$ cat src/rtl/pipeline_hazard_ctrl_if.sv
// Handshake bundle between the pipeline datapath and the hazard/sequencing controller.
// The datapath side is the master; the controller is the slave.
interface pipeline_hazard_ctrl_if #(
    parameter int REG_W = 4,
    parameter int CNT_W = 16
);
    logic [REG_W-1:0] rs1_id;
    logic             rs1_used_id;
    logic [REG_W-1:0] rs2_id;
    logic             rs2_used_id;
    logic [REG_W-1:0] rd_ex;
    logic             memread_ex;
    logic             regwrite_ex;
    logic             jump_taken_ex;
    logic             mem_busy;
    logic             pc_en;
    logic             if_id_en;
    logic             if_id_flush;
    logic             id_ex_en;
    logic             id_ex_flush;
    logic [CNT_W-1:0] stall_count;
    logic [CNT_W-1:0] flush_count;

    modport master (
        output rs1_id, rs1_used_id, rs2_id, rs2_used_id, rd_ex,
        output memread_ex, regwrite_ex, jump_taken_ex, mem_busy,
        input  pc_en, if_id_en, if_id_flush, id_ex_en, id_ex_flush,
        input  stall_count, flush_count
    );

    modport slave (
        input  rs1_id, rs1_used_id, rs2_id, rs2_used_id, rd_ex,
        input  memread_ex, regwrite_ex, jump_taken_ex, mem_busy,
        output pc_en, if_id_en, if_id_flush, id_ex_en, id_ex_flush,
        output stall_count, flush_count
    );
endinterface

$ cat src/rtl/pipeline_hazard_ctrl.sv
// IF/ID and ID/EX sequencing: load-use bubble, jump flush window, memory-busy freeze,
// plus saturating stall/flush performance counters.
module pipeline_hazard_ctrl #(
    parameter int REG_W        = 4,
    parameter int FLUSH_CYCLES = 1,
    parameter int CNT_W        = 16
) (
    input  logic                   clk,
    input  logic                   rst,
    pipeline_hazard_ctrl_if.slave  bus
);
    typedef enum logic {RUN = 1'b0, FLUSH = 1'b1} state_e;

    localparam logic [2:0]       FRELOAD = 3'(FLUSH_CYCLES - 1);
    localparam logic [CNT_W-1:0] CMAX    = '1;

    state_e           state_q, state_d;
    logic [2:0]       fcnt_q, fcnt_d;
    logic [CNT_W-1:0] stall_cnt_q, stall_cnt_d;
    logic [CNT_W-1:0] flush_cnt_q, flush_cnt_d;
    logic             lu, stall_inc, flush_inc;
    logic             pc_en, if_id_en, if_id_flush, id_ex_en, id_ex_flush;

    always_ff @(posedge clk) begin
        if (!rst) begin
            state_q     <= RUN;
            fcnt_q      <= '0;
            stall_cnt_q <= '0;
            flush_cnt_q <= '0;
        end else begin
            state_q     <= state_d;
            fcnt_q      <= fcnt_d;
            stall_cnt_q <= stall_cnt_d;
            flush_cnt_q <= flush_cnt_d;
        end
    end

    always_comb begin
        lu = bus.memread_ex & bus.regwrite_ex &
             ((bus.rs1_used_id & (bus.rs1_id == bus.rd_ex)) |
              (bus.rs2_used_id & (bus.rs2_id == bus.rd_ex)));
        state_d     = state_q;
        fcnt_d      = fcnt_q;
        stall_inc   = 1'b0;
        flush_inc   = 1'b0;
        pc_en       = 1'b0;
        if_id_en    = 1'b0;
        if_id_flush = 1'b0;
        id_ex_en    = 1'b0;
        id_ex_flush = 1'b0;

        // A jump seen under mem_busy is left pending: ID/EX is frozen, so it re-presents.
        if (rst && bus.mem_busy) begin
            stall_inc = 1'b1;
        end else if (rst) begin
            unique case (state_q)
                RUN: begin
                    if (bus.jump_taken_ex) begin
                        pc_en       = 1'b1;
                        if_id_en    = 1'b1;
                        if_id_flush = 1'b1;
                        id_ex_en    = 1'b1;
                        id_ex_flush = 1'b1;
                        flush_inc   = 1'b1;
                        if (FLUSH_CYCLES > 1) begin
                            state_d = FLUSH;
                            fcnt_d  = FRELOAD;
                        end
                    end else if (lu) begin
                        id_ex_en    = 1'b1;
                        id_ex_flush = 1'b1;
                        stall_inc   = 1'b1;
                    end else begin
                        pc_en    = 1'b1;
                        if_id_en = 1'b1;
                        id_ex_en = 1'b1;
                    end
                end
                FLUSH: begin
                    pc_en       = 1'b1;
                    if_id_en    = 1'b1;
                    if_id_flush = 1'b1;
                    id_ex_en    = 1'b1;
                    id_ex_flush = 1'b1;
                    if (bus.jump_taken_ex) begin
                        fcnt_d    = FRELOAD;
                        flush_inc = 1'b1;
                    end else if (fcnt_q <= 3'd1) begin
                        state_d = RUN;
                        fcnt_d  = '0;
                    end else begin
                        fcnt_d = fcnt_q - 3'd1;
                    end
                end
                default: state_d = RUN;
            endcase
        end

        stall_cnt_d = (stall_inc && stall_cnt_q != CMAX) ? stall_cnt_q + 1'b1 : stall_cnt_q;
        flush_cnt_d = (flush_inc && flush_cnt_q != CMAX) ? flush_cnt_q + 1'b1 : flush_cnt_q;
    end

    assign bus.pc_en       = pc_en;
    assign bus.if_id_en    = if_id_en;
    assign bus.if_id_flush = if_id_flush;
    assign bus.id_ex_en    = id_ex_en;
    assign bus.id_ex_flush = id_ex_flush;
    assign bus.stall_count = stall_cnt_q;
    assign bus.flush_count = flush_cnt_q;
endmodule

$ cat src/flat_wrapper.sv
// flat-port wrapper written by rule: the top's interface ports become plain ports
module pipeline_hazard_ctrl_flat 
#(
    parameter int REG_W        = 4,
    parameter int FLUSH_CYCLES = 1,
    parameter int CNT_W        = 16
)
  (clk, rst, bus_rs1_id, bus_rs1_used_id, bus_rs2_id, bus_rs2_used_id, bus_rd_ex, bus_memread_ex, bus_regwrite_ex, bus_jump_taken_ex, bus_mem_busy, bus_pc_en, bus_if_id_en, bus_if_id_flush, bus_id_ex_en, bus_id_ex_flush, bus_stall_count, bus_flush_count);
  pipeline_hazard_ctrl_if #(.REG_W(REG_W), .CNT_W(CNT_W)) bus_i ();
  input  logic clk;
  input  logic rst;
  input wire logic [$bits(bus_i.rs1_id)-1:0] bus_rs1_id;
  input wire logic [$bits(bus_i.rs1_used_id)-1:0] bus_rs1_used_id;
  input wire logic [$bits(bus_i.rs2_id)-1:0] bus_rs2_id;
  input wire logic [$bits(bus_i.rs2_used_id)-1:0] bus_rs2_used_id;
  input wire logic [$bits(bus_i.rd_ex)-1:0] bus_rd_ex;
  input wire logic [$bits(bus_i.memread_ex)-1:0] bus_memread_ex;
  input wire logic [$bits(bus_i.regwrite_ex)-1:0] bus_regwrite_ex;
  input wire logic [$bits(bus_i.jump_taken_ex)-1:0] bus_jump_taken_ex;
  input wire logic [$bits(bus_i.mem_busy)-1:0] bus_mem_busy;
  output wire logic [$bits(bus_i.pc_en)-1:0] bus_pc_en;
  output wire logic [$bits(bus_i.if_id_en)-1:0] bus_if_id_en;
  output wire logic [$bits(bus_i.if_id_flush)-1:0] bus_if_id_flush;
  output wire logic [$bits(bus_i.id_ex_en)-1:0] bus_id_ex_en;
  output wire logic [$bits(bus_i.id_ex_flush)-1:0] bus_id_ex_flush;
  output wire logic [$bits(bus_i.stall_count)-1:0] bus_stall_count;
  output wire logic [$bits(bus_i.flush_count)-1:0] bus_flush_count;
  assign bus_i.rs1_id = bus_rs1_id;
  assign bus_i.rs1_used_id = bus_rs1_used_id;
  assign bus_i.rs2_id = bus_rs2_id;
  assign bus_i.rs2_used_id = bus_rs2_used_id;
  assign bus_i.rd_ex = bus_rd_ex;
  assign bus_i.memread_ex = bus_memread_ex;
  assign bus_i.regwrite_ex = bus_regwrite_ex;
  assign bus_i.jump_taken_ex = bus_jump_taken_ex;
  assign bus_i.mem_busy = bus_mem_busy;
  assign bus_pc_en = bus_i.pc_en;
  assign bus_if_id_en = bus_i.if_id_en;
  assign bus_if_id_flush = bus_i.if_id_flush;
  assign bus_id_ex_en = bus_i.id_ex_en;
  assign bus_id_ex_flush = bus_i.id_ex_flush;
  assign bus_stall_count = bus_i.stall_count;
  assign bus_flush_count = bus_i.flush_count;
  pipeline_hazard_ctrl #(.REG_W(REG_W), .FLUSH_CYCLES(FLUSH_CYCLES), .CNT_W(CNT_W)) u_core (.clk(clk), .rst(rst), .bus(bus_i));
endmodule
$ cat config.mk
export PLATFORM = sky130hd
export DESIGN_NAME = pipeline_hazard_ctrl_flat
export DESIGN_NICKNAME = d
export VERILOG_FILES = /design/src/rtl/pipeline_hazard_ctrl_if.sv /design/src/rtl/pipeline_hazard_ctrl.sv /design/src/flat_wrapper.sv
export SDC_FILE = /design/constraint.sdc
export NUM_CORES = 1
export LEC_CHECK = 0
export CAP_MARGIN = 20
export CORE_ASPECT_RATIO = 0.75
export CORE_UTILIZATION = 40
export DETAILED_ROUTE_END_ITERATION = 10
export GPL_TIMING_DRIVEN = 1
export PLACE_DENSITY_LB_ADDON = 0.12
export SLEW_MARGIN = 10
export SYNTH_ARGS = -nofsm -noshare
export SYNTH_HDL_FRONTEND = slang
export SYNTH_SLANG_ARGS = --single-unit
export TNS_END_PERCENT = 5
$ cat constraint.sdc
create_clock -name clk -period 3.05 [get_ports clk]
set_clock_uncertainty 0.15 [all_clocks]
set_input_delay 0.915 -clock clk [delete_from_list [all_inputs] [get_ports clk]]
set_output_delay 0.915 -clock clk [all_outputs]
set_load 0.01 [all_outputs]
# Word level (Yosys, flattened, before mapping)
# Index checks and enable logic that the tools add are counted.
# totals
register_bits	36
# op_classes
addsub	3
magnitude_cmp	1
n_eq_ne	4
mux	27
bitwise	7
reduce_logical	4
# ops
operator	n
$add 16x1->16 const B	2
$ne 16x16->1 const B	2
$mux 1	22
$eq 4x4->1	2
$mux 3	2
$pmux 1 s2	3
$and 1x1->1	4
$le 3x1->1 const B	1
$logic_and 1x1->1	3
$sub 3x1->3 const B	1
$not 1->1	2
$reduce_and 2->1	1
$or 1x1->1	1

# Logic depth before layout (Yosys ltp)
# Gate-level depths: netlist of the first run.
# depth
word_depth	10
depth_mapped	7
depth_no_buf	7

# Worst setup path after synthesis of the first run
# OpenSTA, ideal clock, no wires.
# synth_path
kind	input -> output
from	input rst
to	output bus_pc_en
t_arrival_ns	1.734
setup_slack_ns	0.251
cell_stages	4
cell_sequence	clkbuf_1 -> nand2_1 -> a21oi_1 -> buf_4
# synth_via
elab_chain_cells	2
word_cells_on_any_way	3
cone_classes	mux: 2; reduce/logical: 1
# synth_lines
item	line_no	rtl
start: declaration	flat_wrapper.sv:11	input logic rst;
$mux 1 or $logic_and 1x1->1 (tied branches)	n/a	
$mux 1 (*)	n/a	
end: declaration	flat_wrapper.sv:21	output wire logic [$bits(bus_i.pc_en)-1:0] bus_pc_en;
# Mark *: on every way between the ends. The rest lies on a longest branch, timed or not.

# Worst setup path after layout of the first run
# layout_path
from	input bus_jump_taken_ex
to	output bus_if_id_en
# layout_via
elab_chain_cells	4
# layout_lines
item	line_no	rtl
start: declaration	flat_wrapper.sv:19	input wire logic [$bits(bus_i.jump_taken_ex)-1:0] bus_jump_taken_ex;
$mux 1	pipeline_hazard_ctrl.sv:58	if (bus.jump_taken_ex) begin
$pmux 1 s2	pipeline_hazard_ctrl.sv:56	unique case (state_q)
$mux 1	pipeline_hazard_ctrl.sv:55	end else if (rst) begin
$mux 1	pipeline_hazard_ctrl.sv:53	if (rst && bus.mem_busy) begin
end: declaration	flat_wrapper.sv:22	output wire logic [$bits(bus_i.if_id_en)-1:0] bus_if_id_en;
# Every way passes these cells.

==> flow_summary.toml, run 1 <==
[setup_path]
crit_type = "in2out"
max_stage_delay_ps = 480
required_ps = 1980
r2r_slack_ps = 760
cp_slowest_cell = "clkdlybuf4s50_1"
arrival_ps = 1930
start_kind = "input port"
worstPathMaxFanout = 2
end_kind = "output pin"
crit_chain = "clkdlybuf4s50_1 -> and4bb_2 -> a21oi_2 -> buf_2"

[global_route]
grt_max_degree = 32
grt_pass1_vias = 1847
grt-ovfl-total = 0
antenna_found_initial = 0
grt_pass1_wl_mm = 8.34
grtUsageTotal = 0.198

[cts]
postCtsHoldBufs = 0
cts_root_buf = "clkbuf_8"
clk_pin_slew_ps = 80
cts_buffer_depth = 2
cts_tree = "built"
cts.sinks = 36
insertion_delay_ps = 290
htreeDepth = 2
cts_buffers = 5

[sta]
finalHoldViolations = 0
tightest_slew_ps = 808
max_freq_mhz = 334
timing.final.crit_share = 0.982
slew_headroom = 0.456
setup_viol = 0
rsz0062_at_grt = "no"
setup-tns-final_ps = 0
fin_crit_ps = 2990
slew_violations = 0

[job]
cap_violations = 0

[detailed_routing]
route.antenna.remaining_nets = 0
vias = 2074
drc = 0
post_drt_wl_per_cell_um = 13.5
wl_mm = 5.07
routed_via_density = 5.50
drt-initial-drc-count = 137
drtPass1Iterations = 4

[hold_path]
hold_path_class = "reg2reg"

[synthesis]
yosysTopAreaCell = "dfxtp_1"
synthDistinctLibCells = 40
yosys-top-cells-area = "dfxtp_1 (37%), mux2i_1 (6.6%), nand2_1 (6.3%), xnor2_1 (6.2%), nor2_1 (4.2%)"
async_flop_share = 0
yosysSeqAreaShare = 0.366
synth_area_sq_um = 1970
synth_seq_cells = 36
synth_edf_count = 0
avgSynthCellArea_sq_um = 8.11
synth_top_area_frac = 0.366
synth_nets = 267
ys.warnings.count = 0
ys.flop_type = "dfxtp_1"
netlist_instances = 243

[layout]
n_fill_cell = 409
final_common_cell = "clkdlybuf4s50_1"
fin_util = 0.626
syn2layout_area_growth_pct = 46.0
drive_gt1_frac = 0.166
mostFrequentLayoutCells = "clkdlybuf4s50_1 (37), dfxtp_1 (36), nand2_1 (32)"
diodes = 0
final_nets = 343

[die]
die_x_um = 83.1
pin_count = 57
dieArea_sq_um = 5210
coreArea_sq_um = 4600
start_util = 0.429
rows = 21
die_h_um = 62.8

[run_status]
outcome = "finished clean"

[power]
p_leak_uw = 0.00108
total_power_uw = 1060
powerDensity_nw_per_um2 = 369
ir_drop_mv = 0.239

[placement]
hpwlAfterDp_mm = 3.56
gp_congestion = 0.845
port_buffers = 56
## power breakdown
group          switching, uW  leakage [uW]  internal (uW)  total (uW)
Clock                    172     0.0000645            288         460
Sequential              4.82      0.000290            474         478
Combinational           55.9      0.000724           66.7         123
## logic make-up after synthesis
group,synth area share
simple gates,0.282
compound gates,0.154
flops,0.366
buf+inv,0.0451
xor+xnor,0.0622
mux,0.0660
fa+ha+maj,0.0254
## critical path, delay by kind of cell
family | cells | cell delay, ps
buffers and inverters | 2 | 630
AOI/OAI and AO/OA | 1 | 140
and+or+nand+nor | 1 | 250
## state kept, by name, summed over array words and instances (netlist names)
register,flops
u_core.fcnt_q,3
u_core.bus.stall_count,16
u_core.bus.flush_count,16
u_core.state_q,1
## metal layers
metal | wire length, um | track usage | up-vias
met1 | 2510 | 0.273 | 943
met2 | 2110 | 0.285 | 84
met4 | 93 | 0.101 | 0
met5 | 0 | 0 | -
li1 | - | - | 1037
met3 | 368 | 0.0476 | 10
## layout make-up
type / instances / area [sq um] / share of cell area
clock buffer: 7 / 96.3 / 0.0335
sequential: 36 / 721 / 0.251
timing repair buffer: 78 / 698 / 0.243
clock inverter: 1 / 30.0 / 0.0104
tap: 57 / 71.3 / 0.0248
inverter: 13 / 48.8 / 0.0170
multi-input combinational: 185 / 1210 / 0.421
## through the flow
stage               cell area, sq um  std cells  hold slack (ps)  setup WS [ps]
floorplan                       1970        243              284            251
global placement                2700        365              302           -684
detailed placement              2700        365              308           -747
CTS                             2850        375              319           -243
global route                    2880        377              370           3.46
finish                          2880        377              337           55.5
## Yosys cell counts, drive strengths merged (6+ instances only)
| library cell | instances |
|---|---|
| nor4 | 7 |
| nand3 | 12 |
| o21ai | 6 |
| xnor2 | 14 |
| nand4 | 6 |
| dfxtp | 36 |
| nor2 | 22 |
| a21oi | 14 |
| nand2b | 8 |
| or4 | 6 |
| mux2i | 13 |
| inv | 13 |
| nand2 | 33 |
## final timing paths
path / from / endpoint / cells after the start
max: bus_jump_taken_ex / bus_if_id_en / 4
min: u_core.state_q / u_core.state_q / 2
max reg2reg: u_core.bus.flush_count[7] / u_core.bus.flush_count[11] / 6
min reg2reg: u_core.state_q / u_core.state_q / 2
## repair_timing
item,CTS,global route
endpoints found under the setup margin,5,12
pin swaps,8,15
resized for setup,19,32
gates cloned,0,0
buffers inserted,2,2
hold endpoints to repair,0,0
(Power assumes the default switching activity.)
==> inputs of run 2 (changes only) <==
--- a/config.mk
+++ b/config.mk
@@ -11,6 +11,7 @@
 export DETAILED_ROUTE_END_ITERATION = 10
 export GPL_TIMING_DRIVEN = 1
 export PLACE_DENSITY_LB_ADDON = 0.12
+export REMOVE_ABC_BUFFERS = 1
 export SLEW_MARGIN = 10
 export SYNTH_ARGS = -nofsm -noshare
 export SYNTH_HDL_FRONTEND = slang
==> run 2 against run 1 <==
Via count fell by 0.39%. Highest routed layer unchanged. Cell count grew 1.1%. Clock-buffer cell count shrank 1. Flip-flop and latch count is the same. Largest power group unchanged. Fmax shrank 0.58%. Critical path depth up 3.
==> flow_summary.toml, run 2 (synthesis results as in run 1) <==
[cts]
cts_tree = "built"
cts_buffers = 5
clk_pin_slew_ps = 70
cts_buffer_depth = 2
htreeDepth = 2
cts.sinks = 36
cts_root_buf = "clkbuf_8"
insertion_delay_ps = 290

[detailed_routing]
drtPass1Iterations = 4
routed_via_density = 5.42
route.antenna.remaining_nets = 0
wl_mm = 5.06
drt-initial-drc-count = 106
vias = 2066
post_drt_wl_per_cell_um = 13.3
drc = 0

[setup_path]
worstPathMaxFanout = 2
start_kind = "input port"
arrival_ps = 1950
end_kind = "output pin"
crit_type = "in2out"
required_ps = 1980

[sta]
setup-tns-final_ps = 0
layout_setup_ws_ps = 38.0
fin_crit_ps = 3010
setup_viol = 0
slew_violations = 0
timing.final.crit_share = 0.988
slew_headroom = 0.455
tightest_slew_ps = 810
finalHoldViolations = 0
max_freq_mhz = 332

[die]
die_x_um = 83.1
die_h_um = 62.8
coreArea_sq_um = 4600
dieArea_sq_um = 5210
pin_count = 57
rows = 21
start_util = 0.429

[hold_path]
hold_path_class = "reg2reg"

[layout]
final_common_cell = "dfxtp_1"
n_fill_cell = 395
mostFrequentLayoutCells = "dfxtp_1 (36), clkdlybuf4s50_1 (35), nand2_1 (32)"
regArea_sq_um = 721
final_nets = 347
drive_gt1_frac = 0.182
multi_input_area_sq_um = 1230
syn2layout_area_growth_pct = 46.8
diodes = 0

[power]
ir_drop_mv = 0.233
p_leak_uw = 0.00108
powerDensity_nw_per_um2 = 355

[global_route]
grt_pass1_wl_mm = 8.34
grt-ovfl-total = 0
grtUsageTotal = 0.198
grt_pass1_vias = 1861
antenna_found_initial = 0
grt_max_degree = 32

[placement]
hpwlAfterDp_mm = 3.51
port_buffers = 56
gp_congestion = 0.748
place_ws_ps = -712

[run_status]
outcome = "finished clean"

[job]
cap_violations = 0
==> run 2: path summary, 6_finish.rpt <==
path                                    from  cells past startpoint  slack [ps]                    endpoint
setup / recovery                bus_rd_ex[1]                      7          40             bus_id_ex_flush
hold / removal    u_core.bus.stall_count[12]                      2         330  u_core.bus.stall_count[12]
setup reg to reg   u_core.bus.flush_count[6]                      6         850  u_core.bus.flush_count[11]
hold reg to reg   u_core.bus.stall_count[12]                      2         330  u_core.bus.stall_count[12]
==> run 2: per-layer routing <==
metal / share of wire / GRT usage / wire [um]
met5: 0 / 0 / 0
met4: 0.013 / 0.0776 / 65
met3: 0.052 / 0.0396 / 261
met2: 0.43 / 0.303 / 2170
met1: 0.51 / 0.273 / 2560
==> run 2: what timing repair did <==
action / in CTS / in global routing
setup buffers: 4 / 2
resized for setup: 25 / 32
pin swaps: 9 / 12
hold buffers: 0 / 0
endpoints found under the setup margin: 5 / 17
==> run 2: layout make-up <==
type	instances	area share
timing repair buffer	82	0.248
tap	57	0.0247
multi-input combinational	185	0.424
clock inverter	2	0.0121
inverter	13	0.0169
sequential	36	0.249
clock buffer	6	0.0251
==> run 2: where the power goes <==
part / total (uW) / leakage (uW) / internal, uW / switching [uW]
sequential: 478 / 0.000290 / 473 / 4.54
combinational: 126 / 0.000731 / 68.2 / 57.9
clock: 422 / 0.0000552 / 243 / 179
total: 1030 / 0.00108 / 784 / 242
==> run 2: critical path: stages <==
cell	delay (ps)
clkbuf_2	130
xnor2_2	200
nand2_1	100
o22ai_2	240
nand3_2	100
a21oi_2	140
buf_2	130
==> run 2: per-stage QoR <==
step	util	cell area, sq um	power, uW	hold slack [ps]	instances
after floorplan	-	1930	530	284	234
after global placement	0.590	2710	604	309	367
after detailed placement	0.590	2710	606	324	367
after CTS	0.625	2870	1030	337	379
after global routing	0.629	2890	1070	362	381
final	0.629	2890	1030	335	381
==> inputs of run 3 (changes only) <==
--- a/config.mk
+++ b/config.mk
@@ -9,11 +9,11 @@
 export CORE_ASPECT_RATIO = 0.75
 export CORE_UTILIZATION = 40
 export DETAILED_ROUTE_END_ITERATION = 10
-export GPL_TIMING_DRIVEN = 1
+export GPL_TIMING_DRIVEN = 0
 export PLACE_DENSITY_LB_ADDON = 0.12
 export REMOVE_ABC_BUFFERS = 1
-export SLEW_MARGIN = 10
+export SLEW_MARGIN = 25
 export SYNTH_ARGS = -nofsm -noshare
 export SYNTH_HDL_FRONTEND = slang
 export SYNTH_SLANG_ARGS = --single-unit
-export TNS_END_PERCENT = 5
+export TNS_END_PERCENT = 30
==> run 3 against run 2 <==
Utilization down 4.4 points. Worst setup slack better by 31 ps. Flip-flop and latch count unchanged. Design area down 6.9%. Clock power down 23%. Critical endpoint unchanged. Clock-buffer cell count unchanged. Cell count down 4.7%.
==> flow_summary.toml, run 3 (synthesis results as in run 1) <==
[run_status]
outcome = "finished clean"

[global_route]
grt_pass1_wl_mm = 8.20
grt_max_degree = 33
antenna_found_initial = 0
grtUsageTotal = 0.193
grt_pass1_vias = 1728
grt-ovfl-total = 0

[cts]
cts_buffer_depth = 2
cts_tree = "built"
clk_pin_slew_ps = 70
cts_root_buf = "clkbuf_8"
insertion_delay_ps = 280
htreeDepth = 2
cts.sinks = 36
cts_buffers = 5
postCtsHoldBufs = 0

[detailed_routing]
vias = 1979
drt-initial-drc-count = 108
routed_via_density = 5.45
drc = 0
wl_mm = 4.75
post_drt_wl_per_cell_um = 13.1
drtPass1Iterations = 4
route.antenna.remaining_nets = 0

[setup_path]
arrival_ps = 1920
worstPathMaxFanout = 2
end_kind = "output pin"
required_ps = 1980
start_kind = "input port"
crit_type = "in2out"

[die]
coreArea_sq_um = 4600
die_h_um = 62.8
start_util = 0.429
pin_count = 57
dieArea_sq_um = 5210
rows = 21
die_x_um = 83.1

[layout]
final_area_sq_um = 2690
drive_gt1_frac = 0.150
syn2layout_area_growth_pct = 36.6
final_nets = 330
mostFrequentLayoutCells = "dfxtp_1 (36), clkdlybuf4s50_1 (34), nand2_1 (32)"
diodes = 0
final_common_cell = "dfxtp_1"

[power]
ir_drop_mv = 0.178
total_power_uw = 913
powerDensity_nw_per_um2 = 339
p_leak_uw = 0.000947

[hold_path]
hold_path_class = "reg2reg"

[job]
cap_violations = 0

[sta]
layout_setup_ws_ps = 68.7
slew_headroom = 0.335
timing.final.crit_share = 0.977
hold_ws_ps = 325
slew_violations = 0
rsz0062_at_grt = "yes"
setup_viol = 0
setup-tns-final_ps = 0
finalHoldViolations = 0
tightest_slew_ps = 994
max_freq_mhz = 335
fin_crit_ps = 2980

[placement]
hpwlAfterDp_mm = 3.29
place_ws_ps = -1240
port_buffers = 56
dpl_cell_area_sq_um = 2560
gp_congestion = 0.791
-- run 3: cell count changes in the layout (fill, tap and decap cells not counted), moves of 2 or more --
| cell | change |
|---|---|
| buf_4 | -14 |
| dlymetal6s2s_1 | -6 |
| xnor2_1 | -3 |
| xnor2_2 | +3 |
| clkbuf_2 | +2 |
| nor4_1 | +2 |
| nor4_2 | -2 |
-- run 3: layer usage --
| layer | wire length (um) | global-route usage | vias to the layer above | part of all wire |
|---|---|---|---|---|
| met5 | 0 | 0 | - | 0 |
| met4 | 14 | 0.0517 | 0 | 0.0029 |
| met3 | 241 | 0.0476 | 2 | 0.051 |
| met2 | 1980 | 0.289 | 62 | 0.42 |
| met1 | 2510 | 0.274 | 911 | 0.53 |
| li1 | - | - | 1004 | - |
-- run 3: layout make-up --
class,count,area [sq um]
Clock buffer,6,72.6
Clock inverter,1,5.00
Fill cell,448,1910
Inverter,13,48.8
Multi-Input combinational cell,185,1220
Sequential cell,36,721
Tap cell,57,71.3
Timing Repair Buffer,65,558
-- run 3: report_power, final --
| part | internal (uW) | leakage, uW | switching [uW] |
|---|---|---|---|
| logic | 56.9 | 0.000616 | 54.0 |
| registers | 474 | 0.000290 | 4.40 |
| clock network | 155 | 0.0000410 | 169 |
| total | 686 | 0.000947 | 227 |
-- run 3: per-stage QoR --
step,std cells,util
2_1_floorplan,234,-
4_1_cts,363,0.588
3_3_place_gp,347,0.557
3_5_place_dp,347,0.557
6_report,363,0.586
5_1_grt,363,0.586
-- run 3: final timing paths --
| path | from | end | slack (ps) | cells after the start |
|---|---|---|---|---|
| min reg2reg | u_core.state_q | u_core.state_q | 330 | 2 |
| max | bus_rd_ex[3] | bus_id_ex_flush | 70 | 7 |
| min | u_core.state_q | u_core.state_q | 330 | 2 |
| max reg2reg | u_core.bus.stall_count[0] | u_core.bus.stall_count[2] | 440 | 6 |
-- run 3: worst max-delay path: stages --
cell     delay [ps]
buf_4           130
xnor2_2         170
nand3_2         120
o22ai_2         200
nand3_1         100
a21oi_1         140
buf_2           140
-- run 3: what timing repair did --
action | in CTS | in global routing
endpoints found under the setup margin | 25 | 13
pin swaps | 14 | 15
gates resized for setup | 51 | 29
setup buffers | 9 | 0
